[config.mk]
export PLATFORM = sky130hd
export DESIGN_NAME = csm_shared_mem_flat
export DESIGN_NICKNAME = d
export VERILOG_FILES = /design/src/rtl/csm_pkg.sv /design/src/rtl/csm_shared_mem_if.sv /design/src/rtl/csm_rr_arbiter.sv /design/src/rtl/csm_shared_mem.sv /design/src/flat_wrapper.sv
export SDC_FILE = /design/constraint.sdc
export NUM_CORES = 1
export LEC_CHECK = 0
export CAP_MARGIN = 25
export CORE_MARGIN = 2
export CORE_UTILIZATION = 30
export CTS_BUF_LIST = sky130_fd_sc_hd__clkbuf_8
export DETAILED_ROUTE_END_ITERATION = 6
export HOLD_SLACK_MARGIN = 0.02
export SYNTH_ARGS = -nofsm -noshare
export SYNTH_HDL_FRONTEND = slang
export SYNTH_SLANG_ARGS = --single-unit
export TNS_END_PERCENT = 5
[constraint.sdc]
create_clock -name clk -period 2.06 [get_ports clk]
set_clock_uncertainty 0.1 [all_clocks]
set_input_delay 0.309 -clock clk [delete_from_list [all_inputs] [get_ports clk]]
set_output_delay 0.309 -clock clk [all_outputs]
set_load 0.01 [all_outputs]
[src/rtl/csm_pkg.sv]
// -----------------------------------------------------------------------------
// csm_pkg
// Shared types for the CSM shared-register memory: the operation encoding,
// the lock ownership encoding (also the lock_owner output value) and the
// port identifiers used by the round-robin arbiter.
// -----------------------------------------------------------------------------
package csm_pkg;

    typedef enum logic [2:0] {
        OP_NOP     = 3'd0,
        OP_READ    = 3'd1,
        OP_WRITE   = 3'd2,
        OP_HOLD    = 3'd3,
        OP_RELEASE = 3'd4
    } csm_op_t;

    typedef enum logic [1:0] {
        LK_FREE = 2'b00,
        LK_A    = 2'b01,
        LK_B    = 2'b10
    } lock_t;

    localparam logic PORT_A = 1'b0;
    localparam logic PORT_B = 1'b1;

    // Lock encoding a given port would hold if it owned the lock.
    function automatic lock_t lock_of(input logic port);
        return (port == PORT_B) ? LK_B : LK_A;
    endfunction

endpackage

[src/rtl/csm_shared_mem_if.sv]
// -----------------------------------------------------------------------------
// csm_shared_mem_if
// One processor port of the shared memory.
//   req/op/addr/wdata : request, held stable by the master until gnt
//   gnt               : operation accepted this cycle (combinational)
//   done/rdata/err    : registered completion, one cycle after acceptance
// Modports: master (processor side), slave (memory side).
// -----------------------------------------------------------------------------
interface csm_shared_mem_if #(
    parameter int DATA_W = 8,
    parameter int ADDR_W = 2
) ();
    import csm_pkg::*;

    logic              req;
    csm_op_t           op;
    logic [ADDR_W-1:0] addr;
    logic [DATA_W-1:0] wdata;
    logic              gnt;
    logic              done;
    logic [DATA_W-1:0] rdata;
    logic              err;

    modport master (
        output req, op, addr, wdata,
        input  gnt, done, rdata, err
    );

    modport slave (
        input  req, op, addr, wdata,
        output gnt, done, rdata, err
    );

endinterface

[src/rtl/csm_rr_arbiter.sv]
// -----------------------------------------------------------------------------
// csm_rr_arbiter
// Two-requester round-robin arbiter with a combinational one-hot grant.
//   clk, reset_n   : clock, async active-low reset
//   req_a, req_b   : requests from port A / port B
//   gnt_a, gnt_b   : one-hot grant, forced low while reset_n is low
// rr_last remembers the last port served; on a tie the other port wins.
// It resets to PORT_B so that A wins the first tie.
// -----------------------------------------------------------------------------
module csm_rr_arbiter
    import csm_pkg::*;
(
    input  logic clk,
    input  logic reset_n,
    input  logic req_a,
    input  logic req_b,
    output logic gnt_a,
    output logic gnt_b
);

    logic rr_last;

    always_comb begin
        gnt_a = 1'b0;
        gnt_b = 1'b0;
        if (reset_n) begin
            if (req_a && (!req_b || rr_last == PORT_B)) begin
                gnt_a = 1'b1;
            end else if (req_b) begin
                gnt_b = 1'b1;
            end
        end
    end

    always_ff @(posedge clk or negedge reset_n) begin
        if (!reset_n) begin
            rr_last <= PORT_B;
        end else if (gnt_a) begin
            rr_last <= PORT_A;
        end else if (gnt_b) begin
            rr_last <= PORT_B;
        end
    end

endmodule

[src/rtl/csm_shared_mem.sv]
// -----------------------------------------------------------------------------
// csm_shared_mem
// Dual-port DEPTH x DATA_W shared register memory with one exclusive lock.
//   clk, reset_n   : clock, async active-low reset
//   port_a, port_b : processor ports (req/gnt handshake, registered response)
//   lock_owner     : 00 free, 01 held by A, 10 held by B
// At most one operation is accepted per cycle. A held lock is force-released
// after HOLD_TIMEOUT cycles without an accepted op from its owner (0 = never).
//
// Lock FSM
//   state   | meaning
//   --------+-------------------------------------------------------
//   LK_FREE | nobody holds the lock, both ports may access memory
//   LK_A    | port A holds the lock, only A may access memory
//   LK_B    | port B holds the lock, only B may access memory
// -----------------------------------------------------------------------------
module csm_shared_mem
    import csm_pkg::*;
#(
    parameter int DATA_W       = 8,
    parameter int ADDR_W       = 2,
    parameter int HOLD_TIMEOUT = 64
) (
    input  logic                   clk,
    input  logic                   reset_n,
    csm_shared_mem_if.slave        port_a,
    csm_shared_mem_if.slave        port_b,
    output logic [1:0]             lock_owner
);

    localparam int DEPTH   = 2 ** ADDR_W;
    localparam int CNT_W   = (HOLD_TIMEOUT > 1) ? $clog2(HOLD_TIMEOUT + 1) : 1;
    localparam int TO_LAST = (HOLD_TIMEOUT > 0) ? HOLD_TIMEOUT - 1 : 0;
    localparam bit TO_EN   = (HOLD_TIMEOUT > 0);

    logic [DATA_W-1:0] mem [DEPTH];

    logic              gnt_a;
    logic              gnt_b;
    logic              accept;
    logic              sel_port;
    csm_op_t           sel_op;
    logic [ADDR_W-1:0] sel_addr;
    logic [DATA_W-1:0] sel_wdata;

    lock_t             lock_q;
    lock_t             lock_d;
    lock_t             req_lock;
    logic [CNT_W-1:0]  cnt_q;
    logic [CNT_W-1:0]  cnt_d;
    logic              is_owner;
    logic              may_access;

    logic              op_err;
    logic              do_write;
    logic [DATA_W-1:0] rd_val;

    logic              done_a;
    logic              err_a;
    logic [DATA_W-1:0] rdata_a;
    logic              done_b;
    logic              err_b;
    logic [DATA_W-1:0] rdata_b;

    csm_rr_arbiter u_arb (
        .clk     (clk),
        .reset_n (reset_n),
        .req_a   (port_a.req),
        .req_b   (port_b.req),
        .gnt_a   (gnt_a),
        .gnt_b   (gnt_b)
    );

    assign port_a.gnt = gnt_a;
    assign port_b.gnt = gnt_b;

    // Only one port can be granted, so a single datapath serves both.
    assign accept    = gnt_a | gnt_b;
    assign sel_port  = gnt_b ? PORT_B : PORT_A;
    assign sel_op    = gnt_b ? port_b.op    : port_a.op;
    assign sel_addr  = gnt_b ? port_b.addr  : port_a.addr;
    assign sel_wdata = gnt_b ? port_b.wdata : port_a.wdata;

    assign req_lock   = lock_of(sel_port);
    assign is_owner   = (lock_q == req_lock);
    assign may_access = (lock_q == LK_FREE) || is_owner;

    always_comb begin
        op_err   = 1'b0;
        do_write = 1'b0;
        rd_val   = '0;
        case (sel_op)
            OP_NOP: begin
                op_err = 1'b0;
            end
            OP_READ: begin
                op_err = !may_access;
                if (may_access) begin
                    rd_val = mem[sel_addr];
                end
            end
            OP_WRITE: begin
                op_err   = !may_access;
                do_write = may_access;
            end
            OP_HOLD: begin
                // Re-holding an already owned lock is harmless.
                op_err = !may_access;
            end
            OP_RELEASE: begin
                op_err = !is_owner;
            end
            default: begin
                // Unassigned opcodes complete but flag an error.
                op_err = 1'b1;
            end
        endcase
    end

    // Lock FSM next state and hold-timeout counter. An accepted op from the
    // owner always takes priority over an expiring timeout.
    always_comb begin
        lock_d = lock_q;
        cnt_d  = cnt_q;
        if (TO_EN && lock_q != LK_FREE) begin
            cnt_d = cnt_q + 1'b1;
        end
        if (accept && is_owner) begin
            cnt_d = '0;
            if (sel_op == OP_RELEASE) begin
                lock_d = LK_FREE;
            end
        end else if (accept && sel_op == OP_HOLD && lock_q == LK_FREE) begin
            lock_d = req_lock;
            cnt_d  = '0;
        end else if (TO_EN && lock_q != LK_FREE && cnt_q == CNT_W'(TO_LAST)) begin
            lock_d = LK_FREE;
            cnt_d  = '0;
        end
    end

    always_ff @(posedge clk or negedge reset_n) begin
        if (!reset_n) begin
            lock_q <= LK_FREE;
            cnt_q  <= '0;
        end else begin
            lock_q <= lock_d;
            cnt_q  <= cnt_d;
        end
    end

    always_ff @(posedge clk or negedge reset_n) begin
        if (!reset_n) begin
            for (int i = 0; i < DEPTH; i++) begin
                mem[i] <= '0;
            end
        end else if (accept && do_write) begin
            mem[sel_addr] <= sel_wdata;
        end
    end

    always_ff @(posedge clk or negedge reset_n) begin
        if (!reset_n) begin
            done_a  <= 1'b0;
            err_a   <= 1'b0;
            rdata_a <= '0;
            done_b  <= 1'b0;
            err_b   <= 1'b0;
            rdata_b <= '0;
        end else begin
            done_a  <= gnt_a;
            err_a   <= gnt_a & op_err;
            rdata_a <= gnt_a ? rd_val : '0;
            done_b  <= gnt_b;
            err_b   <= gnt_b & op_err;
            rdata_b <= gnt_b ? rd_val : '0;
        end
    end

    assign port_a.done  = done_a;
    assign port_a.err   = err_a;
    assign port_a.rdata = rdata_a;
    assign port_b.done  = done_b;
    assign port_b.err   = err_b;
    assign port_b.rdata = rdata_b;

    assign lock_owner = lock_q;

endmodule

[src/flat_wrapper.sv]
// flat-port wrapper written by rule: the top's interface ports become plain ports
module csm_shared_mem_flat import csm_pkg::*;
#(
    parameter int DATA_W       = 8,
    parameter int ADDR_W       = 2,
    parameter int HOLD_TIMEOUT = 64
)
  (clk, reset_n, lock_owner, port_a_req, port_a_op, port_a_addr, port_a_wdata, port_a_gnt, port_a_done, port_a_rdata, port_a_err, port_b_req, port_b_op, port_b_addr, port_b_wdata, port_b_gnt, port_b_done, port_b_rdata, port_b_err);
  csm_shared_mem_if #(.DATA_W(DATA_W), .ADDR_W(ADDR_W)) port_a_i ();
  csm_shared_mem_if #(.DATA_W(DATA_W), .ADDR_W(ADDR_W)) port_b_i ();
  input  logic clk;
  input  logic reset_n;
  output logic [1:0] lock_owner;
  input wire logic [$bits(port_a_i.req)-1:0] port_a_req;
  input wire logic [$bits(port_a_i.op)-1:0] port_a_op;
  input wire logic [$bits(port_a_i.addr)-1:0] port_a_addr;
  input wire logic [$bits(port_a_i.wdata)-1:0] port_a_wdata;
  output wire logic [$bits(port_a_i.gnt)-1:0] port_a_gnt;
  output wire logic [$bits(port_a_i.done)-1:0] port_a_done;
  output wire logic [$bits(port_a_i.rdata)-1:0] port_a_rdata;
  output wire logic [$bits(port_a_i.err)-1:0] port_a_err;
  input wire logic [$bits(port_b_i.req)-1:0] port_b_req;
  input wire logic [$bits(port_b_i.op)-1:0] port_b_op;
  input wire logic [$bits(port_b_i.addr)-1:0] port_b_addr;
  input wire logic [$bits(port_b_i.wdata)-1:0] port_b_wdata;
  output wire logic [$bits(port_b_i.gnt)-1:0] port_b_gnt;
  output wire logic [$bits(port_b_i.done)-1:0] port_b_done;
  output wire logic [$bits(port_b_i.rdata)-1:0] port_b_rdata;
  output wire logic [$bits(port_b_i.err)-1:0] port_b_err;
  assign port_a_i.req = port_a_req;
  assign port_a_i.op = port_a_op;
  assign port_a_i.addr = port_a_addr;
  assign port_a_i.wdata = port_a_wdata;
  assign port_a_gnt = port_a_i.gnt;
  assign port_a_done = port_a_i.done;
  assign port_a_rdata = port_a_i.rdata;
  assign port_a_err = port_a_i.err;
  assign port_b_i.req = port_b_req;
  assign port_b_i.op = port_b_op;
  assign port_b_i.addr = port_b_addr;
  assign port_b_i.wdata = port_b_wdata;
  assign port_b_gnt = port_b_i.gnt;
  assign port_b_done = port_b_i.done;
  assign port_b_rdata = port_b_i.rdata;
  assign port_b_err = port_b_i.err;
  csm_shared_mem #(.DATA_W(DATA_W), .ADDR_W(ADDR_W), .HOLD_TIMEOUT(HOLD_TIMEOUT)) u_core (.clk(clk), .reset_n(reset_n), .port_a(port_a_i), .port_b(port_b_i), .lock_owner(lock_owner));
endmodule
==> flow_summary.json, run 1 <==
{
  "run_status": "finished, violations left",
  "violations": "setup timing",
  "unrepaired_setup_endpoints_after_global_routing": "yes",
  "power.share.sequential_pct": 42.4,
  "netlist_instances": 226,
  "post-route-min-period_ns": 2.10,
  "worst_r2r_path_depth": 5,
  "power_per_cell_area_mw_per_mm2": 915,
  "clockPowerShare_pct": 30.6,
  "floorplan.rows": 35,
  "timing.critical_path.required_ns": 2.18,
  "clock-root-buffer": "clkbuf_8",
  "postSynthAreaPerCell_sq_um": 12.6,
  "cts_sinks": 62,
  "ioPinCount": 54,
  "setup_viol": 18,
  "number_of_i_o_port_buffers": 53,
  "routed-via-count": 2233,
  "start_util_pct": 30.9,
  "drt-pass1-iter-count": 4,
  "vias_in_the_first_global_route": 2275,
  "max-cap-violations": 0,
  "startpoint_type": "flip-flop",
  "cts-root-to-sink-buffers": 2,
  "hpwl_after_detailed_placement_um": 5140,
  "die_y_um": 101,
  "gp_routability_congestion": 0.797,
  "flow.area_growth_from_synthesis_pct": 47.1,
  "post_detailed_route_drc_marker_count": 0,
  "final_antenna_net_count": 0,
  "core_area_sq_mm": 0.00920,
  "worst-setup-path-type": "flip-flop to flip-flop",
  "synth.net_count": 257,
  "cts-htree-levels": 3,
  "holdCritPathClass": "input pin to asynchronous set/reset pin",
  "worst_setup_hold_path_clk_slew_ns": 0.08,
  "comb_power_share_pct": 27.0,
  "routedWlPerCell_um": 16.1,
  "slew_headroom_pct": 57.3,
  "total_switching_power_w": 0.00112,
  "cts_inserted_buffers": 9,
  "internal_power_w": 0.00270,
  "total_leakage_power_nw": 1.93,
  "postSynthRegisterBits": 62,
  "synth_area_sq_mm": 0.00284,
  "nNetsFinal": 364,
  "diodes": 0,
  "groute.usage.overall_pct": 14.3,
  "yosys.cell_types.count": 44,
  "grt_max_degree": 52,
  "peakVddDrop_v": 0.000361,
  "overflow": 0,
  "timing.critical_path.fanout_max": 8,
  "synth_sequential_area_ratio_pct": 54.7,
  "drt-vias-per-instance": 4.97,
  "tightestPinTransition_ns": 0.640,
  "wl_um": 7210,
  "floorplan.die_area_sq_mm": 0.0103,
  "antenna_found_initial": 0,
  "timing.hold.ws_ns": 0.0769,
  "tritoncts_clock_tree": "yes",
  "achievable-frequency_mhz": 475,
  "fin_ws_ns": -0.0447,
  "total_power_w": 0.00382,
  "hold_viol": 0,
  "dieWidth_um": 101,
  "postLayoutCoreUtil_pct": 45.4,
  "final_layout_size_suffix_gt1_share_pct": 34.3,
  "p_sw_share_pct": 29.2,
  "maxSlewViolCount": 0,
  "cp_data_arrival_time_ns": 2.22,
  "grt_first_pass_wirelength_um": 11300,
  "detailedRoute.firstIterationViolations": 119,
  "clk-insertion-delay-late_ns": 0.33,
  "timing.final.crit_share_pct": 102,
  "yosys_warnings": 0,
  "endpoint_kind": "flip-flop"
}
final timing paths:
kind / from / to / slack (ns)
max: u_core.u_arb.rr_last / u_core.mem[1] / -0.04
min: reset_n / u_core.port_b.err / 0.08
max reg2reg: u_core.u_arb.rr_last / u_core.mem[1] / -0.04
min reg2reg: u_core.mem[25] / u_core.mem[25] / 0.41
max in group asynchronous: reset_n / u_core.mem[3] / 1.34
min in group clk: reset_n / u_core.port_b.err / 0.33
metal layers:
metal	track usage [%]	wire length (um)	up-vias
li1	-	-	1073
met1	18.9	3410	1102
met2	23.2	3440	54
met3	2.55	277	4
met4	5.93	82	0
met5	0	0	-
critical path, cell delays in order (launching register included):
cell,delay (ns)
dfstp_2,0.59
nand2b_4,0.15
a32oi_4,0.10
a211oi_2,0.20
or3b_4,0.51
mux2_4,0.33
repair_timing:
| item | CTS | global route |
|---|---|---|
| gates resized for setup | 11 | 13 |
| pin swaps | 1 | 4 |
| endpoints found under the setup margin | 48 | 51 |
| hold endpoints to repair | 10 | 0 |
| buffers inserted | 0 | 1 |
| hold buffers | 1 | 0 |
Yosys cell counts, drive strengths merged:
cell type	instances	area, sq um
and3	1	6.26
o21bai	2	15.0
a32oi	1	8.76
mux2	41	462
inv	5	18.8
nand2b	3	18.8
a21oi	4	20.0
nand3	5	25.0
nand2	10	37.5
or3b	1	8.76
a211oi	7	57.6
ha	1	12.5
nor4	2	12.5
o21ai	3	15.0
dfrtp	61	1530
a31oi	3	18.8
and4	1	8.76
or3	1	6.26
o32ai	1	8.76
clkinv	1	3.75
clkbuf	1	3.75
a311o	1	10.0
a21boi	3	26.3
a311oi	2	17.5
mux2i	18	180
nor2	10	37.5
a21bo	1	10.0
nor3	1	5.00
nor2b	2	12.5
nand4b	3	26.3
nand4	1	6.26
nand3b	1	7.51
dfstp	1	26.3
o22ai	16	100
o211ai	2	15.0
buf	5	28.8
a211o	1	8.76
o21a	2	15.0
o32a	1	10.0
cells by family after synthesis:
kind of cell / share of synthesized area [%]
DFF: 54.7
AOI/OAI and AO/OA: 12.6
muxes: 22.6
buffers and inverters: 1.94
and+or+nand+nor: 7.72
adders and majority gates: 0.441
power by group through the flow:
stage          combinational, W  clock [W]  sequential [W]
2_1_floorplan          0.000562          0         0.00162
3_3_place_gp           0.000957          0         0.00162
3_5_place_dp           0.000980          0         0.00163
4_1_cts                0.000996    0.00119         0.00161
5_1_grt                 0.00114    0.00125         0.00165
6_report                0.00103    0.00117         0.00162
through the flow:
| step | setup slack [ns] | cells | cell area [sq um] | setup TNS [ns] |
|---|---|---|---|---|
| floorplan | -0.0320 | 226 | 2860 | -0.256 |
| global placement | -0.519 | 431 | 3860 | -20.41 |
| detailed placement | -0.552 | 431 | 3860 | -21.20 |
| CTS | -0.0947 | 448 | 4110 | -1.24 |
| global route | -0.101 | 449 | 4170 | -2.75 |
| finish | -0.0447 | 449 | 4170 | -0.364 |
layout by cell type, fill, tap and decap left out, types with 2 or more instances in the layout:
cell type and n:
dfrtp_1 61, clkdlybuf4s50_1 48, buf_4 45, mux2_2 33, mux2i_1 17, o22ai_1 16, nor2_1 10, nand2_1 9
clkbuf_8 9, mux2_4 8, inv_1 6, a211oi_1 5, nand3_1 4, a21oi_1 4, dlygate4sd2_1 4, nand4b_1 3
a31oi_1 3, o211ai_1 2, a211oi_2 2, nand2b_1 2, nor2b_1 2, o21ai_0 2, a21boi_0 2, a311oi_1 2
o21a_1 2, nor4_1 2, o21bai_1 2, bufinv_16 2, clkinv_2 2, buf_6 2
final cells by class:
cell class,count,area [sq um]
clock buffer,9,124
clock inverter,7,90.1
fill,858,5020
inverter,6,22.5
multi-input combinational,152,1330
sequential,62,1550
tap,111,139
timing repair buffer,102,913
state kept, by name (all words and copies together) (netlist names):
name                  cells
u_core.u_arb.rr_last      1
u_core.port_b.rdata       8
u_core.cnt_q              7
u_core.port_a.done        1
u_core.port_b.err         1
u_core.port_b.done        1
u_core.lock_owner         2
u_core.mem               32
u_core.port_a.rdata       8
u_core.port_a.err         1
Note: power is estimated with default switching activity, not from simulation.
==> run 2, diff against run 1 <==
--- a/config.mk
+++ b/config.mk
@@ -6,11 +6,14 @@
 export NUM_CORES = 1
 export LEC_CHECK = 0
 export CAP_MARGIN = 25
+export CELL_PAD_IN_SITES_DETAIL_PLACEMENT = 1
+export CELL_PAD_IN_SITES_GLOBAL_PLACEMENT = 2
 export CORE_MARGIN = 2
-export CORE_UTILIZATION = 30
+export CORE_UTILIZATION = 38
 export CTS_BUF_LIST = sky130_fd_sc_hd__clkbuf_8
 export DETAILED_ROUTE_END_ITERATION = 6
 export HOLD_SLACK_MARGIN = 0.02
+export PLACE_DENSITY_LB_ADDON = 0.1
 export SYNTH_ARGS = -nofsm -noshare
 export SYNTH_HDL_FRONTEND = slang
 export SYNTH_SLANG_ARGS = --single-unit
==> constraint.sdc (replaced) <==
create_clock -name clk -period 2.6 [get_ports clk]
set_clock_uncertainty 0.1 [all_clocks]
set_input_delay 0.39 -clock clk [delete_from_list [all_inputs] [get_ports clk]]
set_output_delay 0.39 -clock clk [all_outputs]
set_load 0.01 [all_outputs]
==> run 2 against run 1 <==
Effect of this change: the flow now finishes without violations; count of clock-buffer cells in the layout did not move; via count up 0.76%; critical endpoint is now port_b_gnt; largest power group unchanged; core utilization is 8.3 points higher; global-route usage is 4.9 points higher; combinational power down 28%.
==> flow_summary.json, run 2 (synthesized netlist as in run 1, its figures left out) <==
{
  "timing.hold.ws_ns": 0.0571,
  "cts_sinks": 62,
  "clock-root-buffer": "clkbuf_8",
  "dieWidth_um": 90.4,
  "routed-via-count": 2250,
  "timing.critical_path.mode_cell": "clkdlybuf4s50_1",
  "layout_commonest_cell": "dfrtp_1",
  "global_routing_usage_on_met2_pct": 31.0,
  "floorplan.die_area_sq_mm": 0.00817,
  "clk-insertion-delay-late_ns": 0.33,
  "post-route-min-period_ns": 2.47,
  "hold_viol": 0,
  "post_detailed_route_drc_marker_count": 0,
  "drt-vias-per-instance": 5.40,
  "worst_setup_hold_path_clk_slew_ns": 0.07,
  "top_register": "u_core.mem",
  "diodes": 0,
  "die_y_um": 90.4,
  "crit_path_cell_trace": "clkdlybuf4s50_1, a21boi_4, nand2_2, inv_1, clkdlybuf4s50_1",
  "wl_um": 7440,
  "timing.critical_path.required_ns": 2.11,
  "largest_reg_flops": 32,
  "run_status": "completed",
  "maxSlewViolCount": 0,
  "final_layout_size_suffix_gt1_share_pct": 26.1,
  "cts-htree-levels": 3,
  "fin_ws_ns": 0.129,
  "setup_viol": 0,
  "grt_first_pass_wirelength_um": 12100,
  "num-fill-cells": 759,
  "global_route.peak_usage_layer": "met2",
  "achievable-frequency_mhz": 405,
  "peakVddDrop_v": 0.000298,
  "final_antenna_net_count": 0,
  "nNetsFinal": 344,
  "cp_data_arrival_time_ns": 1.98,
  "timing.final.crit_share_pct": 95.0,
  "flow.area_growth_from_synthesis_pct": 37.1,
  "slew_headroom_pct": 51.5,
  "gp_routability_congestion": 0.758,
  "most-common-layout-cells": "dfrtp_1 (61), clkdlybuf4s50_1 (52), mux2_2 (33), buf_4 (27), mux2i_1 (17)",
  "tritoncts_clock_tree": "yes",
  "drt-pass1-iter-count": 4,
  "multi_input_area_sq_mm": 0.00124,
  "routedWlPerCell_um": 17.9,
  "cts_inserted_buffers": 9,
  "power_per_cell_area_mw_per_mm2": 733,
  "slowest_stage": "clkdlybuf4s50_1",
  "tightestPinTransition_ns": 0.728,
  "unrepaired_setup_endpoints_after_global_routing": "no",
  "grt_util_met3_pct": 3.17,
  "use_met1_pct": 25.9,
  "worst-setup-path-type": "input pin to primary output",
  "ioPinCount": 54,
  "grt_max_degree": 59,
  "holdCritPathClass": "input pin to asynchronous set/reset pin",
  "endpoint_kind": "primary output",
  "core_area_sq_mm": 0.00725,
  "floorplan.rows": 31,
  "area.sequential_sq_mm": 0.00155,
  "total_leakage_power_nw": 1.76,
  "dp_slack_ns": -0.146,
  "number_of_i_o_port_buffers": 53,
  "vias_in_the_first_global_route": 2355,
  "overflow": 0,
  "detailedRoute.firstIterationViolations": 73,
  "startpoint_type": "input pin",
  "antenna_found_initial": 0,
  "groute.usage.overall_pct": 19.2,
  "max-cap-violations": 0,
  "hpwl_after_detailed_placement_um": 5300,
  "critPathMaxStageDelay_ns": 0.54,
  "cts-root-to-sink-buffers": 2,
  "start_util_pct": 39.1,
  "timing.critical_path.fanout_max": 7
}
run 2: layer usage:
layer	part of all wire [%]	wire length (um)
met5	0	0
met2	48	3560
met4	1.4	104
met1	48	3540
met3	3.3	243
run 2: worst paths after layout:
path,from,end,depth (start not counted),slack [ns]
setup / recovery,port_a_req,port_b_gnt,5,0.13
max in group asynchronous,reset_n,u_core.port_a.rdata[7],2,1.58
setup reg to reg,u_core.u_arb.rr_last,u_core.mem[0],6,0.35
hold reg to reg,u_core.mem[2],u_core.mem[2],1,0.39
hold / removal,reset_n,u_core.u_arb.rr_last,1,0.06
min in group clk,reset_n,u_core.u_arb.rr_last,2,0.34
run 2: final cells by class:
cell class,instances,area share [%]
multi-input cells,152,32.0
flip-flops and latches,62,39.9
inverters,6,0.579
well taps,99,3.18
clock inverters,7,1.70
repair buffers,82,19.5
clock buffers,9,3.18
run 2: through the flow:
| step | total power [W] | std cells | TNS [ns] | utilization, % | instance area, sq um |
|---|---|---|---|---|---|
| final | 0.00285 | 417 | 0 | 53.6 | 3890 |
| after global routing | 0.00303 | 417 | 0 | 53.6 | 3890 |
| after CTS | 0.00287 | 417 | 0 | 53.5 | 3880 |
| after detailed placement | 0.00204 | 400 | -2.77 | 50.8 | 3680 |
| after global placement | 0.00201 | 400 | -0.385 | 50.8 | 3680 |
| after floorplan | 0.00173 | 226 | 0 | - | 2840 |
run 2: what timing repair did:
action                     in CTS  in global routing
resized for setup               0                  2
hold endpoints to repair        3                  0
hold buffers                    1                  0
setup endpoints to repair       0                  1
setup buffers                   0                  0
run 2: critical path, delay by kind of cell:
kind	cells	cell delay [ns]
buffers and inverters	3	1.18
AOI/OAI and AO/OA	1	0.25
and+or+nand+nor	1	0.16
run 2: power breakdown:
group / total, W / internal [W] / leakage, nW / switching, W
clock network: 0.000825 / 0.000437 / 0.104 / 0.000387
logic: 0.000739 / 0.000372 / 0.822 / 0.000367
registers: 0.00129 / 0.00116 / 0.829 / 0.000128
total: 0.00285 / 0.00197 / 1.76 / 0.000882
==> run 3, diff against run 2 <==
--- a/config.mk
+++ b/config.mk
@@ -13,7 +13,7 @@
 export CTS_BUF_LIST = sky130_fd_sc_hd__clkbuf_8
 export DETAILED_ROUTE_END_ITERATION = 6
 export HOLD_SLACK_MARGIN = 0.02
-export PLACE_DENSITY_LB_ADDON = 0.1
+export PLACE_DENSITY = 0.93
 export SYNTH_ARGS = -nofsm -noshare
 export SYNTH_HDL_FRONTEND = slang
 export SYNTH_SLANG_ARGS = --single-unit
==> run 3 against run 2 <==
Effect of this change: final area stayed put; critical path depth is 1 higher; sequential power hardly changed; cell count is 0.72% higher; sequential cell count stayed put; via count hardly changed; critical path type unchanged; largest cell class unchanged.
==> flow_summary.json, run 3 (synthesized netlist as in run 1, its figures left out) <==
{
  "clock-root-buffer": "clkbuf_8",
  "achievable-frequency_mhz": 396,
  "number_of_i_o_port_buffers": 53,
  "worst_setup_hold_path_clk_slew_ns": 0.06,
  "die_y_um": 90.4,
  "startpoint_type": "input pin",
  "peakVddDrop_v": 0.000229,
  "cts_inserted_buffers": 9,
  "drt-vias-per-instance": 5.36,
  "cts-root-to-sink-buffers": 2,
  "gp_routability_congestion": 0.811,
  "grt_max_degree": 57,
  "slew_headroom_pct": 53.4,
  "floorplan.die_area_sq_mm": 0.00817,
  "setup_viol": 0,
  "wl_um": 7630,
  "global_route.peak_usage_layer": "met2",
  "tightestPinTransition_ns": 0.699,
  "post-route-min-period_ns": 2.52,
  "grt_first_pass_wirelength_um": 12600,
  "most-common-layout-cells": "dfrtp_1 (61), clkdlybuf4s50_1 (52), mux2_2 (33), buf_4 (30), mux2i_1 (17)",
  "nNetsFinal": 347,
  "diodes": 0,
  "floorplan.rows": 31,
  "run_status": "completed",
  "routedWlPerCell_um": 18.2,
  "timing.critical_path.fanout_max": 8,
  "antenna_found_initial": 0,
  "hpwl_after_detailed_placement_um": 5530,
  "unrepaired_setup_endpoints_after_global_routing": "yes",
  "crit_path_cell_trace": "dlygate4sd3_1, clkbuf_4, buf_4, nand3_1, inv_1, clkdlybuf4s50_1",
  "critPathMaxStageDelay_ns": 0.53,
  "slowest_stage": "clkdlybuf4s50_1",
  "total_leakage_power_nw": 1.75,
  "maxSlewViolCount": 0,
  "timing.final.crit_share_pct": 97.1,
  "dieWidth_um": 90.4,
  "ioPinCount": 54,
  "reg2reg_slack_ns": 0.39,
  "top_register": "u_core.mem",
  "holdCritPathClass": "input pin to asynchronous set/reset pin",
  "flow.area_growth_from_synthesis_pct": 37.1,
  "cp_top_family": "buffers and inverters",
  "grt_util_met3_pct": 3.84,
  "tns_ns": 0,
  "groute.usage.overall_pct": 19.6,
  "final_layout_size_suffix_gt1_share_pct": 25.9,
  "vias_in_the_first_global_route": 2520,
  "routed-via-count": 2252,
  "global_routing_usage_on_met2_pct": 33.7,
  "power_per_cell_area_mw_per_mm2": 727,
  "overflow": 0,
  "start_util_pct": 39.1,
  "cts-htree-levels": 3,
  "total_power_w": 0.00283,
  "timing.critical_path.required_ns": 2.11,
  "critPathBufInv": 5,
  "drt-pass1-iter-count": 4,
  "hold_viol": 0,
  "post_detailed_route_drc_marker_count": 0,
  "layout_commonest_cell": "dfrtp_1",
  "worstReg2RegStart": "u_core.u_arb.rr_last",
  "worst_r2r_path_depth": 6,
  "cp_data_arrival_time_ns": 2.03,
  "tritoncts_clock_tree": "yes",
  "detailedRoute.firstIterationViolations": 83,
  "cts_sinks": 62,
  "regToRegEndpoint": "u_core.mem[4]",
  "clk-insertion-delay-late_ns": 0.35,
  "largest_reg_flops": 32,
  "endpoint_kind": "primary output",
  "core_area_sq_mm": 0.00725,
  "use_met1_pct": 24.2,
  "worst-setup-path-type": "input pin to primary output",
  "max-cap-violations": 0,
  "num-fill-cells": 763,
  "final_antenna_net_count": 0
}
[run 3: layer usage]
metal	part of all wire (%)	up-vias
met5	0	-
met3	3.5	13
met4	2.3	0
met2	51	48
met1	43	1153
li1	-	1038
[run 3: where the power goes]
| part | switching, W | internal (W) |
|---|---|---|
| clock network | 0.000383 | 0.000429 |
| registers | 0.000147 | 0.00116 |
| logic | 0.000351 | 0.000358 |
[run 3: stage by stage]
step	hold slack [ns]	std cells	setup slack, ns	instance area, sq um	utilization (%)
floorplan	-0.00559	226	0.474	2840	-
global placement	0.118	402	0.0279	3680	50.8
detailed placement	0.125	402	-0.0650	3680	50.8
CTS	0.295	420	0.0420	3890	53.6
global route	0.326	420	-0.0101	3890	53.6
finish	0.310	420	0.0766	3890	53.6
[run 3: worst register-to-register path, cell delays in order, from the launching register on]
cell and delay [ns]:
dfstp_2 0.59, a21bo_2 0.17, o21ai_0 0.09, a211oi_2 0.27, or3b_1 0.36, buf_4 0.18, mux2_1 0.32
[run 3: what timing repair did]
action | in CTS | in global routing
buffers inserted | 0 | 0
setup endpoints to repair | 1 | 2
hold buffers | 2 | 0
gates resized for setup | 1 | 1
endpoints found under the hold margin | 5 | 0
[run 3: worst max-delay path by stage]
stage / start / endpoint / slack (ns) / cells past startpoint
final: reset_n / port_a_gnt / 0.08 / 6
after global routing: port_a_req / port_b_gnt / -0.01 / 6
after CTS: reset_n / port_a_gnt / 0.04 / 6
after detailed placement: port_b_req / u_core.mem[3] / -0.06 / 7
after global placement: port_b_req / u_core.mem[6] / 0.03 / 8
after floorplan: u_core.u_arb.rr_last / u_core.mem[0] / 0.47 / 6
[run 3: area by class of cell]
class	count	area, sq um	area share [%]
Clock buffer	9	124	3.18
Clock inverter	7	58.8	1.51
Inverter	6	22.5	0.579
Multi-Input combinational cell	152	1240	31.8
Sequential cell	62	1550	39.9
Tap cell	99	124	3.18
Timing Repair Buffer	85	773	19.9
